==> src/rtl/mx_fp32_accum_if.sv <==
// ----------------------------------------------------------------------------
// mx_fp32_accum_if
//   Streaming bundle between the level-2 adder tree, the FP32 accumulator and
//   its result consumer.
//
//   Input stream (producer -> accumulator), valid/ready:
//     in_valid_i   partial sum valid
//     in_ready_o   accumulator can absorb a beat this cycle
//     in_mant_i    23b fraction (hidden 1 implied)
//     in_exp_i     FP32-biased exponent
//     in_sign_i    sign
//     in_zero_i    partial sum is exactly zero (mant/exp ignored)
//   Output stream (accumulator -> consumer), valid/ready:
//     out_valid_o  tile result valid
//     out_ready_i  consumer accepts the result
//     out_data_o   FP32 result {sign, exp[7:0], frac[22:0]}
//
//   Modports: slave = accumulator side, master = producer/consumer side.
// ----------------------------------------------------------------------------
interface mx_fp32_accum_if #(
    parameter int M_IN_WIDTH = 23
);
    logic                  in_valid_i;
    logic                  in_ready_o;
    logic [M_IN_WIDTH-1:0] in_mant_i;
    logic [7:0]            in_exp_i;
    logic                  in_sign_i;
    logic                  in_zero_i;
    logic                  out_valid_o;
    logic                  out_ready_i;
    logic [31:0]           out_data_o;

    modport slave (
        input  in_valid_i, in_mant_i, in_exp_i, in_sign_i, in_zero_i, out_ready_i,
        output in_ready_o, out_valid_o, out_data_o
    );

    modport master (
        output in_valid_i, in_mant_i, in_exp_i, in_sign_i, in_zero_i, out_ready_i,
        input  in_ready_o, out_valid_o, out_data_o
    );
endinterface

==> src/rtl/mx_fp32_accum.sv <==
// ----------------------------------------------------------------------------
// mx_fp32_accum
//   Accumulates len_i+1 normalized FP32-style partial sums from the level-2
//   adder tree into one FP32 result per dot-product tile. One beat is aligned,
//   added and renormalized per cycle; guard bits are truncated (round toward
//   zero). Overflow saturates to the largest finite magnitude, underflow
//   flushes to +0.
//
//   Ports:
//     clk_i      clock
//     rstn       asynchronous active-low reset
//     start_i    begin a new tile (IDLE, or DONE together with out_ready_i)
//     len_i      beats-1 of the tile, latched with start_i
//     busy_o     state != IDLE
//     io         mx_fp32_accum_if.slave (input beat stream, result stream)
//     ovf_o      sticky per tile: a beat saturated    (MX_ACC_FLAGS_EN only)
//     uf_o       sticky per tile: a beat flushed to 0 (MX_ACC_FLAGS_EN only)
//
//   Build option: define MX_ACC_FLAGS_EN to expose ovf_o/uf_o. The arithmetic
//   is identical with or without the flags.
//
//   Parameters: M_IN_WIDTH must be 23 (FP32 fraction). GUARD_W guard bits
//   are carried below the LSB during align/add. LEN_W sizes len_i.
// ----------------------------------------------------------------------------
module mx_fp32_accum #(
    parameter int M_IN_WIDTH = 23,
    parameter int GUARD_W    = 3,
    parameter int LEN_W      = 8
) (
    input  logic             clk_i,
    input  logic             rstn,
    input  logic             start_i,
    input  logic [LEN_W-1:0] len_i,
    output logic             busy_o,
`ifdef MX_ACC_FLAGS_EN
    output logic             ovf_o,
    output logic             uf_o,
`endif
    mx_fp32_accum_if.slave   io
);

    // Magnitude layout: {hidden 1, fraction, guard bits}
    localparam int MAG_W = M_IN_WIDTH + 1 + GUARD_W;
    localparam int LZC_W = $clog2(MAG_W + 1);

    typedef enum logic [1:0] {
        ST_IDLE  = 2'd0,
        ST_ACCUM = 2'd1,
        ST_DONE  = 2'd2
    } state_t;

    // ------------------------------------------------------------------
    // State
    // ------------------------------------------------------------------
    state_t                state_q,     state_d;
    logic [LEN_W-1:0]      len_q,       len_d;
    logic [LEN_W-1:0]      cnt_q,       cnt_d;
    logic                  acc_sign_q,  acc_sign_d;
    logic [7:0]            acc_exp_q,   acc_exp_d;
    logic [M_IN_WIDTH-1:0] acc_frac_q,  acc_frac_d;
    logic                  busy_q,      busy_d;
    logic                  in_ready_q,  in_ready_d;
    logic                  out_valid_q, out_valid_d;
`ifdef MX_ACC_FLAGS_EN
    logic                  ovf_q,       ovf_d;
    logic                  uf_q,        uf_d;
`endif

    // ------------------------------------------------------------------
    // Leading-zero count over the pre-normalization magnitude
    // ------------------------------------------------------------------
    function automatic logic [LZC_W-1:0] lead_zeros(input logic [MAG_W-1:0] v);
        logic [LZC_W-1:0] n;
        logic             found;
        n     = '0;
        found = 1'b0;
        for (int i = MAG_W - 1; i >= 0; i--) begin
            if (!found) begin
                if (v[i]) begin
                    found = 1'b1;
                end else begin
                    n = n + 1'b1;
                end
            end
        end
        return n;
    endfunction

    // ------------------------------------------------------------------
    // Datapath: acc + beat in a single cycle
    // ------------------------------------------------------------------
    logic                  a_zero, b_zero;
    logic [7:0]            a_exp, b_exp;
    logic [MAG_W-1:0]      a_mag, b_mag;
    logic                  a_is_base;
    logic                  base_sign, oth_sign;
    logic [7:0]            base_exp, oth_exp, exp_diff;
    logic [MAG_W-1:0]      base_mag, oth_mag, oth_shift;
    logic [MAG_W:0]        sum_mag;
    logic [LZC_W-1:0]      lz;
    logic [MAG_W-1:0]      norm_mag;
    logic signed [9:0]     exp_res;
    logic                  res_sign;
    logic [7:0]            res_exp;
    logic [M_IN_WIDTH-1:0] res_frac;
    logic                  res_ovf, res_uf;

    always_comb begin
        // A zero operand enters as magnitude 0 / exponent 0, so it always
        // loses the base selection and contributes nothing.
        a_zero = (acc_exp_q == 8'd0);
        b_zero = io.in_zero_i || (io.in_exp_i == 8'd0);
        a_exp  = a_zero ? 8'd0 : acc_exp_q;
        b_exp  = b_zero ? 8'd0 : io.in_exp_i;
        a_mag  = a_zero ? '0 : {1'b1, acc_frac_q, {GUARD_W{1'b0}}};
        b_mag  = b_zero ? '0 : {1'b1, io.in_mant_i, {GUARD_W{1'b0}}};

        // Base = larger exponent, ties broken by larger magnitude, so the
        // subtraction below never goes negative.
        a_is_base = (a_exp > b_exp) || ((a_exp == b_exp) && (a_mag >= b_mag));
        base_sign = a_is_base ? acc_sign_q : io.in_sign_i;
        oth_sign  = a_is_base ? io.in_sign_i : acc_sign_q;
        base_exp  = a_is_base ? a_exp : b_exp;
        oth_exp   = a_is_base ? b_exp : a_exp;
        base_mag  = a_is_base ? a_mag : b_mag;
        oth_mag   = a_is_base ? b_mag : a_mag;

        // Alignment without a sticky bit: bits shifted past the guard
        // window are simply lost.
        exp_diff  = base_exp - oth_exp;
        oth_shift = (int'(exp_diff) >= MAG_W) ? '0 : (oth_mag >> exp_diff);

        if (base_sign == oth_sign) begin
            sum_mag = {1'b0, base_mag} + {1'b0, oth_shift};
        end else begin
            sum_mag = {1'b0, base_mag} - {1'b0, oth_shift};
        end

        lz       = '0;
        norm_mag = '0;
        exp_res  = '0;
        res_sign = 1'b0;
        res_exp  = 8'd0;
        res_frac = '0;
        res_ovf  = 1'b0;
        res_uf   = 1'b0;

        if (sum_mag == '0) begin
            // Exact cancel (or zero + zero) gives +0 and is not an underflow.
            res_sign = 1'b0;
        end else begin
            if (sum_mag[MAG_W]) begin
                norm_mag = sum_mag[MAG_W:1];
                exp_res  = $signed({2'b00, base_exp}) + 10'sd1;
            end else begin
                lz       = lead_zeros(sum_mag[MAG_W-1:0]);
                norm_mag = sum_mag[MAG_W-1:0] << lz;
                exp_res  = $signed({2'b00, base_exp})
                         - $signed({{(10 - LZC_W){1'b0}}, lz});
            end

            if (exp_res >= 10'sd255) begin
                res_sign = base_sign;
                res_exp  = 8'hFE;
                res_frac = '1;
                res_ovf  = 1'b1;
            end else if (exp_res <= 10'sd0) begin
                res_uf   = 1'b1;
            end else begin
                res_sign = base_sign;
                res_exp  = exp_res[7:0];
                // Drop the hidden bit and truncate the guard bits.
                res_frac = norm_mag[MAG_W-2 -: M_IN_WIDTH];
            end
        end
    end

    // ------------------------------------------------------------------
    // Control
    // ------------------------------------------------------------------
    logic tile_start;

    always_comb begin
        state_d    = state_q;
        len_d      = len_q;
        cnt_d      = cnt_q;
        acc_sign_d = acc_sign_q;
        acc_exp_d  = acc_exp_q;
        acc_frac_d = acc_frac_q;
`ifdef MX_ACC_FLAGS_EN
        ovf_d      = ovf_q;
        uf_d       = uf_q;
`endif
        tile_start = 1'b0;

        case (state_q)
            ST_IDLE: begin
                if (start_i) begin
                    tile_start = 1'b1;
                    state_d    = ST_ACCUM;
                end
            end
            ST_ACCUM: begin
                // in_ready_q is high throughout ACCUM, so in_valid_i alone
                // marks a handshake here.
                if (io.in_valid_i && in_ready_q) begin
                    acc_sign_d = res_sign;
                    acc_exp_d  = res_exp;
                    acc_frac_d = res_frac;
                    cnt_d      = cnt_q + 1'b1;
`ifdef MX_ACC_FLAGS_EN
                    ovf_d      = ovf_q | res_ovf;
                    uf_d       = uf_q  | res_uf;
`endif
                    if (cnt_q == len_q) begin
                        state_d = ST_DONE;
                    end
                end
            end
            ST_DONE: begin
                // start_i only counts together with the result handshake.
                if (io.out_ready_i) begin
                    if (start_i) begin
                        tile_start = 1'b1;
                        state_d    = ST_ACCUM;
                    end else begin
                        state_d    = ST_IDLE;
                    end
                end
            end
            default: begin
                state_d = ST_IDLE;
            end
        endcase

        if (tile_start) begin
            len_d      = len_i;
            cnt_d      = '0;
            acc_sign_d = 1'b0;
            acc_exp_d  = 8'd0;
            acc_frac_d = '0;
`ifdef MX_ACC_FLAGS_EN
            ovf_d      = 1'b0;
            uf_d       = 1'b0;
`endif
        end

        // Outputs are registered from the next state.
        busy_d      = (state_d != ST_IDLE);
        in_ready_d  = (state_d == ST_ACCUM);
        out_valid_d = (state_d == ST_DONE);
    end

    always_ff @(posedge clk_i or negedge rstn) begin
        if (!rstn) begin
            state_q     <= ST_IDLE;
            len_q       <= '0;
            cnt_q       <= '0;
            acc_sign_q  <= 1'b0;
            acc_exp_q   <= 8'd0;
            acc_frac_q  <= '0;
            busy_q      <= 1'b0;
            in_ready_q  <= 1'b0;
            out_valid_q <= 1'b0;
`ifdef MX_ACC_FLAGS_EN
            ovf_q       <= 1'b0;
            uf_q        <= 1'b0;
`endif
        end else begin
            state_q     <= state_d;
            len_q       <= len_d;
            cnt_q       <= cnt_d;
            acc_sign_q  <= acc_sign_d;
            acc_exp_q   <= acc_exp_d;
            acc_frac_q  <= acc_frac_d;
            busy_q      <= busy_d;
            in_ready_q  <= in_ready_d;
            out_valid_q <= out_valid_d;
`ifdef MX_ACC_FLAGS_EN
            ovf_q       <= ovf_d;
            uf_q        <= uf_d;
`endif
        end
    end

    // The accumulator register doubles as the result register; it is frozen
    // while in DONE, which keeps out_data_o stable until the handshake.
    assign busy_o         = busy_q;
    assign io.in_ready_o  = in_ready_q;
    assign io.out_valid_o = out_valid_q;
    assign io.out_data_o  = {acc_sign_q, acc_exp_q, acc_frac_q};
`ifdef MX_ACC_FLAGS_EN
    assign ovf_o          = ovf_q;
    assign uf_o           = uf_q;
`endif

endmodule

==> src/flat_wrapper.sv <==
// flat-port wrapper written by rule: the top's interface ports become plain ports
module mx_fp32_accum_flat 
#(
    parameter int M_IN_WIDTH = 23,
    parameter int GUARD_W    = 3,
    parameter int LEN_W      = 8
)
  (clk_i, rstn, start_i, len_i, busy_o, io_in_valid_i, io_in_mant_i, io_in_exp_i, io_in_sign_i, io_in_zero_i, io_out_ready_i, io_in_ready_o, io_out_valid_o, io_out_data_o);
  mx_fp32_accum_if #(.M_IN_WIDTH(M_IN_WIDTH)) io_i ();
  input  logic clk_i;
  input  logic rstn;
  input  logic start_i;
  input  logic [LEN_W-1:0] len_i;
  output logic busy_o;
  input wire logic [$bits(io_i.in_valid_i)-1:0] io_in_valid_i;
  input wire logic [$bits(io_i.in_mant_i)-1:0] io_in_mant_i;
  input wire logic [$bits(io_i.in_exp_i)-1:0] io_in_exp_i;
  input wire logic [$bits(io_i.in_sign_i)-1:0] io_in_sign_i;
  input wire logic [$bits(io_i.in_zero_i)-1:0] io_in_zero_i;
  input wire logic [$bits(io_i.out_ready_i)-1:0] io_out_ready_i;
  output wire logic [$bits(io_i.in_ready_o)-1:0] io_in_ready_o;
  output wire logic [$bits(io_i.out_valid_o)-1:0] io_out_valid_o;
  output wire logic [$bits(io_i.out_data_o)-1:0] io_out_data_o;
  assign io_i.in_valid_i = io_in_valid_i;
  assign io_i.in_mant_i = io_in_mant_i;
  assign io_i.in_exp_i = io_in_exp_i;
  assign io_i.in_sign_i = io_in_sign_i;
  assign io_i.in_zero_i = io_in_zero_i;
  assign io_i.out_ready_i = io_out_ready_i;
  assign io_in_ready_o = io_i.in_ready_o;
  assign io_out_valid_o = io_i.out_valid_o;
  assign io_out_data_o = io_i.out_data_o;
  mx_fp32_accum #(.M_IN_WIDTH(M_IN_WIDTH), .GUARD_W(GUARD_W), .LEN_W(LEN_W)) u_core (.clk_i(clk_i), .rstn(rstn), .start_i(start_i), .len_i(len_i), .busy_o(busy_o), .io(io_i));
endmodule
==> config.mk <==
export PLATFORM = sky130hd
export DESIGN_NAME = mx_fp32_accum_flat
export DESIGN_NICKNAME = d
export VERILOG_FILES = /design/src/rtl/mx_fp32_accum_if.sv /design/src/rtl/mx_fp32_accum.sv /design/src/flat_wrapper.sv
export SDC_FILE = /design/constraint.sdc
export NUM_CORES = 1
export LEC_CHECK = 0
export CORE_UTILIZATION = 63
export CTS_BUF_LIST = sky130_fd_sc_hd__clkbuf_4 sky130_fd_sc_hd__clkbuf_8 sky130_fd_sc_hd__clkbuf_16
export CTS_CLUSTER_SIZE = 12
export DETAILED_ROUTE_END_ITERATION = 8
export PLACE_DENSITY = 0.82
export SYNTH_ARGS = -nofsm -noshare
export SYNTH_HDL_FRONTEND = slang
export SYNTH_SLANG_ARGS = --single-unit
==> constraint.sdc <==
create_clock -name clk_i -period 38 [get_ports clk_i]
set_input_delay 5.7 -clock clk_i [delete_from_list [all_inputs] [get_ports clk_i]]
set_output_delay 5.7 -clock clk_i [all_outputs]
set_load 0.005 [all_outputs]
## After elaboration in Yosys (flattened, before gate mapping)

Cells that the tools add are included.

- Bits in registers: 53

- Add/subtract/negate cells: 32
- Reduce and logical (&&, ||, !) cells: 12
- Magnitude comparators: 5
- Muxes and demuxes: 255
- Equality and inequality tests: 7
- Shifts and indexed selects: 2

Operator list:

| kind | count |
|---|---|
| 2-to-1 mux 5 bit | 106 |
| 2-to-1 mux 23 bit | 6 |
| 2-to-1 mux 27 bit | 5 |
| adder 5 x 1 -> 5 bit (second input constant) | 26 |
| 2-to-1 mux 1 bit | 115 |
| 2-to-1 mux 8 bit | 13 |
| adder 27 x 27 -> 28 bit | 1 |
| zero test 28 bit | 1 |
| 2-to-1 mux 28 bit | 1 |
| subtractor 27 x 27 -> 28 bit | 1 |
| greater-or-equal comparator 27 bit | 1 |
| << shifter 27 x 5 -> 26 bit | 1 |
| >> shifter 27 x 8 -> 27 bit | 1 |
| 2-to-1 mux 26 bit | 1 |
| 2-to-1 mux 10 bit | 2 |
| == test 8 bit | 2 |
| zero test 8 bit | 2 |
| greater-or-equal comparator 10 x 9 -> 1 bit (second input constant) | 1 |
| less-or-equal comparator 10 x 1 -> 1 bit (second input constant) | 1 |
| adder 8 x 1 -> 9 bit (second input constant) | 1 |
| subtractor 8 x 5 -> 9 bit | 1 |
| adder 8 x 1 -> 8 bit (second input constant) | 1 |
| greater-or-equal comparator 8 x 5 -> 1 bit (second input constant) | 1 |
| > comparator 8 bit | 1 |
| other kinds (12) | 21 |

## Logic depth before layout (Yosys ltp)

- Depth after elaboration: 155
- Gate-level depth with buffers: 154
- Depth with buffers taken out: 141

## Worst setup path after synthesis

Ideal clock, no wire load.

- Path kind: input-to-reg
- Start: input port io_in_exp_i[0]
- End: register u_core.acc_sign_q
- Required time: 37.866 ns
- Path slack: 6.070 ns
- Buffers on the path: 14
- Library setup time: 0.134 ns
- Stages on the path: 147
- Data arrival time: 31.796 ns
- Cell sequence: nor4_1 > a21oi_1 > clkbuf_1 > clkbuf_1 > inv_1 > ha_1 > nand4_1 > nor4_1 > nand2_1 > o2111a_1 > nor2_1 > buf_2 > clkbuf_1 > buf_1 > clkbuf_1 > clkbuf_1 > o21a_1 > ha_1 > [... 111 more ...] > mux2_2 > o21ai_1 > buf_2 > buf_2 > ha_1 > a21o_1 > a21o_1 > a21o_1 > a21o_1 > nor2_1 > mux2i_1 > xnor2_1 > o2111ai_1 > nand2_1 > buf_2 > nor2_1 > o21ai_0 > o21ai_0

- Word-level cells in the longest chain between the ends: 155

Ends and longest elaborated chain:

| what | line | text |
|---|---|---|
| start, declared | flat_wrapper.sv:17 | `input wire logic [$bits(io_i.in_exp_i)-1:0] io_in_exp_i;` |
| zero test 8 bit | mx_fp32_accum.sv:112 | `b_zero = io.in_zero_i \|\| (io.in_exp_i == 8'd0);` |
| logical OR 1 bit | mx_fp32_accum.sv:112 |  |
| 2-to-1 mux 27 bit / 2-to-1 mux 8 bit (equally long branches) | mx_fp32_accum.sv:116, mx_fp32_accum.sv:114 |  |
| greater-or-equal comparator 27 bit / == test 8 bit (equally long branches) | mx_fp32_accum.sv:120 | `a_is_base = (a_exp > b_exp) \|\| ((a_exp == b_exp) && (a_mag >= b_mag));` |
| logical AND 1 bit | mx_fp32_accum.sv:120 |  |
| logical OR 1 bit | mx_fp32_accum.sv:120 |  |
| 2-to-1 mux 8 bit (on tied branches) | mx_fp32_accum.sv:123, mx_fp32_accum.sv:124 |  |
| subtractor 8 bit | mx_fp32_accum.sv:130 | `exp_diff = base_exp - oth_exp;` |
| [... 139 more ...] | -- |  |
| 2-to-1 mux 10 bit | mx_fp32_accum.sv:148 | `if (sum_mag == '0) begin` |
| less-or-equal comparator 10 x 1 -> 1 bit | mx_fp32_accum.sv:167 | `end else if (exp_res <= 10'sd0) begin` |
| 2-to-1 mux 1 bit | mx_fp32_accum.sv:167 |  |
| 2-to-1 mux 1 bit | mx_fp32_accum.sv:162 | `if (exp_res >= 10'sd255) begin` |
| 2-to-1 mux 1 bit * | mx_fp32_accum.sv:148 |  |
| 2-to-1 mux 1 bit * | mx_fp32_accum.sv:206 | `if (io.in_valid_i && in_ready_q) begin` |
| 2-to-1 mux 1 bit * | mx_fp32_accum.sv:196 | `case (state_q)` |
| 2-to-1 mux 1 bit * | mx_fp32_accum.sv:236 | `if (tile_start) begin` |
| end signal, assigned | mx_fp32_accum.sv:273 | `acc_sign_q <= acc_sign_d;` |
| end, declared | mx_fp32_accum.sv:58 | `logic acc_sign_q, acc_sign_d;` |

Mark *: on every way between the ends. The rest lies on a longest branch, timed or not. The select of a mux whose other input is x is not followed.
A chain may end at the register's enable or synchronous reset.

## Final worst setup path

- Start: input port io_in_exp_i[3]
- End: register u_core.acc_frac_q[16]

- Word-level cells in the longest chain between the ends: 155

Ends and longest elaborated chain:

| what | line | text |
|---|---|---|
| zero test 8 bit | mx_fp32_accum.sv:112 |  |
| logical OR 1 bit | mx_fp32_accum.sv:112 |  |
| 2-to-1 mux 27 bit / 2-to-1 mux 8 bit (equally long branches) | mx_fp32_accum.sv:116, mx_fp32_accum.sv:114 |  |
| greater-or-equal comparator 27 bit / == test 8 bit (equally long branches) | mx_fp32_accum.sv:120 |  |
| logical AND 1 bit | mx_fp32_accum.sv:120 |  |
| logical OR 1 bit | mx_fp32_accum.sv:120 |  |
| 2-to-1 mux 8 bit (on tied branches) | mx_fp32_accum.sv:123, mx_fp32_accum.sv:124 |  |
| subtractor 8 bit | mx_fp32_accum.sv:130 |  |
| [... 139 more ...] | -- |  |
| 2-to-1 mux 10 bit | mx_fp32_accum.sv:148 |  |
| less-or-equal comparator 10 x 1 -> 1 bit | mx_fp32_accum.sv:167 |  |
| 2-to-1 mux 23 bit | mx_fp32_accum.sv:167 |  |
| 2-to-1 mux 23 bit | mx_fp32_accum.sv:162 |  |
| 2-to-1 mux 23 bit * | mx_fp32_accum.sv:148 |  |
| 2-to-1 mux 23 bit * | mx_fp32_accum.sv:206 |  |
| 2-to-1 mux 23 bit * | mx_fp32_accum.sv:196 |  |
| 2-to-1 mux 23 bit * | mx_fp32_accum.sv:236 |  |
| end signal, assigned | mx_fp32_accum.sv:275 | `acc_frac_q <= acc_frac_d;` |
| end, declared | mx_fp32_accum.sv:60 | `logic [M_IN_WIDTH-1:0] acc_frac_q, acc_frac_d;` |

Marked as above.

==> flow_summary.yaml <==
outcome:
  status: "finished, violations left"
  violations: "design-rule violations"
clock_tree:
  cts_hold_buf: 0
  cts_max_level: 2
  clkTransAtPathRegs_ns: 0.08
  cts_num_sinks: 53
  cts_root_buf: "clkbuf_16"
  postCtsSetupBuffers: 0
  clkLatencyLatePin_ns: 0.30
  cts_made_buffers: 5
  cts_max_path_buffers: 2
  cts_tree: "built"
worst_setup_path:
  cp-end-kind: "flip-flop"
  crit_path_max_fanout: 78
  slowest_delay_ns: 0.78
  cp_common_cell: "ha_1"
  cp.arrival_ns: 36.48
  crit_path_start_kind: "primary input"
  worstPathRequired_ns: 38.23
  slowest_stage: "o31ai_1"
  path_class: "primary input to flip-flop"
global_routing:
  grt_overflow: 0
  track_usage_pct: 45.7
  grt_max_degree: 79
  grt_pass1_vias: 14635
  grt_first_pass_wirelength_um: 79400
  antenna_found_initial: 1
finish:
  area_delta_synth_final_pct: 7.78
  fin_util_pct: 69.4
  drive_gt1_share_pct: 7.75
  fillCellCount: 1748
  nets: 2074
  multiInputGateArea_um2: 11600
  mostFrequentLayoutCells: "257 x nand2_1, 166 x o21ai_0, 161 x nor2_1, 160 x a21oi_1, 91 x ha_1"
  antenna_cells: 0
  layout.area.seq_um2: 1330
  final_common_cell: "nand2_1"
  design_area_um2: 14600
yosys:
  synth_enable_flop_cells: 0
  ys.flop_type: "dfrtp_1"
  syn_area_um2: 13500
  ys_warn_count: 0
  synth-seq-cells: 53
  yosysSeqAreaShare_pct: 9.80
  postSynthAreaPerCell_um2: 6.98
  synth.net_count: 2080
  synthArstFlopShare_pct: 100
  syn_inst: 1941
  yosysUniqueCellTypes: 103
floorplanning:
  die_x_um: 149
  start_util_pct: 64.4
  core-area_um2: 21000
  pin_count: 81
  die_h_um: 149
  dieArea_um2: 22100
  rows: 53
routing:
  routedWlPerCell_um: 23.4
  firstDrtPassIters: 9
  drtAntennaViolNets: 0
  drc: 1
  vias: 16134
  drt-total-wl_um: 51700
  vias_per_cell: 7.30
  drtIter0Drc: 2261
run:
  cap_viol_max_count: 0
placement:
  io_buffers: 80
  hpwlAfterDp_um: 40400
  dpl_cell_area_um2: 14400
  place.gp.congestion: 1.07
timing:
  skew_ns: 0.00726
  max_slew_margin_pct: 4.21
  fin_tns_setup_ns: 0
  tightestPinTransition_ns: 1.40
  setup_viol_count_final: 0
  slew_violations: 0
  rsz0062_at_grt: "no"
  fmax_ghz: 0.0276
  timing.hold.ws_ns: 0.529
  hold_viol: 0
  post-route-min-period_ns: 36.25
  min_period_over_period_pct: 95.4
worst_hold_path:
  holdCritPathClass: "flip-flop to flip-flop"
[routing by layer]
| layer | share of wire, % | vias to the layer above | global-route usage [%] |
|---|---|---|---|
| li1 | - | 7225 | - |
| met1 | 37 | 7342 | 58.1 |
| met2 | 43 | 1282 | 70.4 |
| met3 | 12 | 285 | 7.73 |
| met4 | 8.1 | 0 | 31.4 |
| met5 | 0 | - | 0 |
[sequential cells by signal, indices dropped and copies added, names as in the netlist]
register               count
u_core.io.out_valid_o      1
u_core.cnt_q               8
u_core.len_q               8
u_core.io.in_ready_o       1
u_core.acc_frac_q         23
u_core.acc_sign_q          1
u_core.acc_exp_q           8
u_core.busy_o              1
u_core.state_q             2
[Yosys cell counts, types with 36 or more instances]
cell	number	area (um2)
and2_1	42	263
xnor2_1	61	534
nor3_1	54	270
inv_1	56	210
a21oi_1	161	806
mux2_2	40	450
nor2_1	163	612
nand2_1	258	968
mux2i_1	58	581
o211ai_1	42	315
dfrtp_1	53	1330
clkbuf_1	93	349
nand3_1	54	270
ha_1	91	1140
a211oi_1	36	270
o21ai_0	167	836
xor2_1	36	315
[cell families (layout without fill, tap and decap cells)]
family / Yosys count / after routing / share of synthesized area (%)
flip-flops: 53 / 53 / 9.80
AO/OA/AOI/OAI: 668 / 668 / 33.0
AND/OR/NAND/NOR: 727 / 727 / 25.4
XOR/XNOR: 109 / 109 / 8.12
multiplexers: 108 / 108 / 9.28
buffers and inverters: 177 / 172 / 5.20
adder cells (fa/ha/maj): 99 / 99 / 9.15
[worst paths after layout]
path | startpoint | endpoint | slack (ns) | depth (start not counted)
worst max-delay path | io_in_exp_i[3] | u_core.acc_frac_q[16] | 1.75 | 138
worst min-delay path | u_core.acc_frac_q[1] | u_core.acc_frac_q[1] | 0.53 | 2
worst max register to register | u_core.acc_exp_q[5] | u_core.acc_frac_q[16] | 6.51 | 136
worst min register to register | u_core.acc_frac_q[1] | u_core.acc_frac_q[1] | 0.53 | 2
max in group asynchronous | rstn | u_core.acc_frac_q[9] | 32.03 | 2
min in group asynchronous | rstn | u_core.len_q[4] | 5.51 | 2
[layout make-up]
type	instances	share of cell area, %
Multi-Input combinational cell	1711	79.2
Sequential cell	53	9.09
Timing Repair Buffer	105	6.74
Tap cell	275	2.36
Inverter	59	1.52
Clock buffer	5	0.857
Clock inverter	3	0.197
[per-stage QoR]
stage	std cells	setup WS, ns
6_report	2211	1.75
5_1_grt	2211	0.0284
4_1_cts	2211	2.13
3_5_place_dp	2203	1.95
3_3_place_gp	2203	3.04
2_1_floorplan	1941	6.07
[timing repair]
item	in CTS	in global routing
gates resized for setup	0	5
setup endpoints to repair	0	30
hold endpoints to repair	0	0
[worst max-delay path: cells and delay by family]
family / cells / cell delay (ns)
AND/OR/NAND/NOR: 38 / 6.22
multiplexers: 10 / 1.55
adder cells (fa/ha/maj): 28 / 8.97
buffers and inverters: 13 / 2.71
XOR/XNOR: 4 / 0.62
AO/OA/AOI/OAI: 45 / 10.59
Power is not shown: default switching activity piles up to over one toggle a cycle in this logic, so the estimate is an artifact.
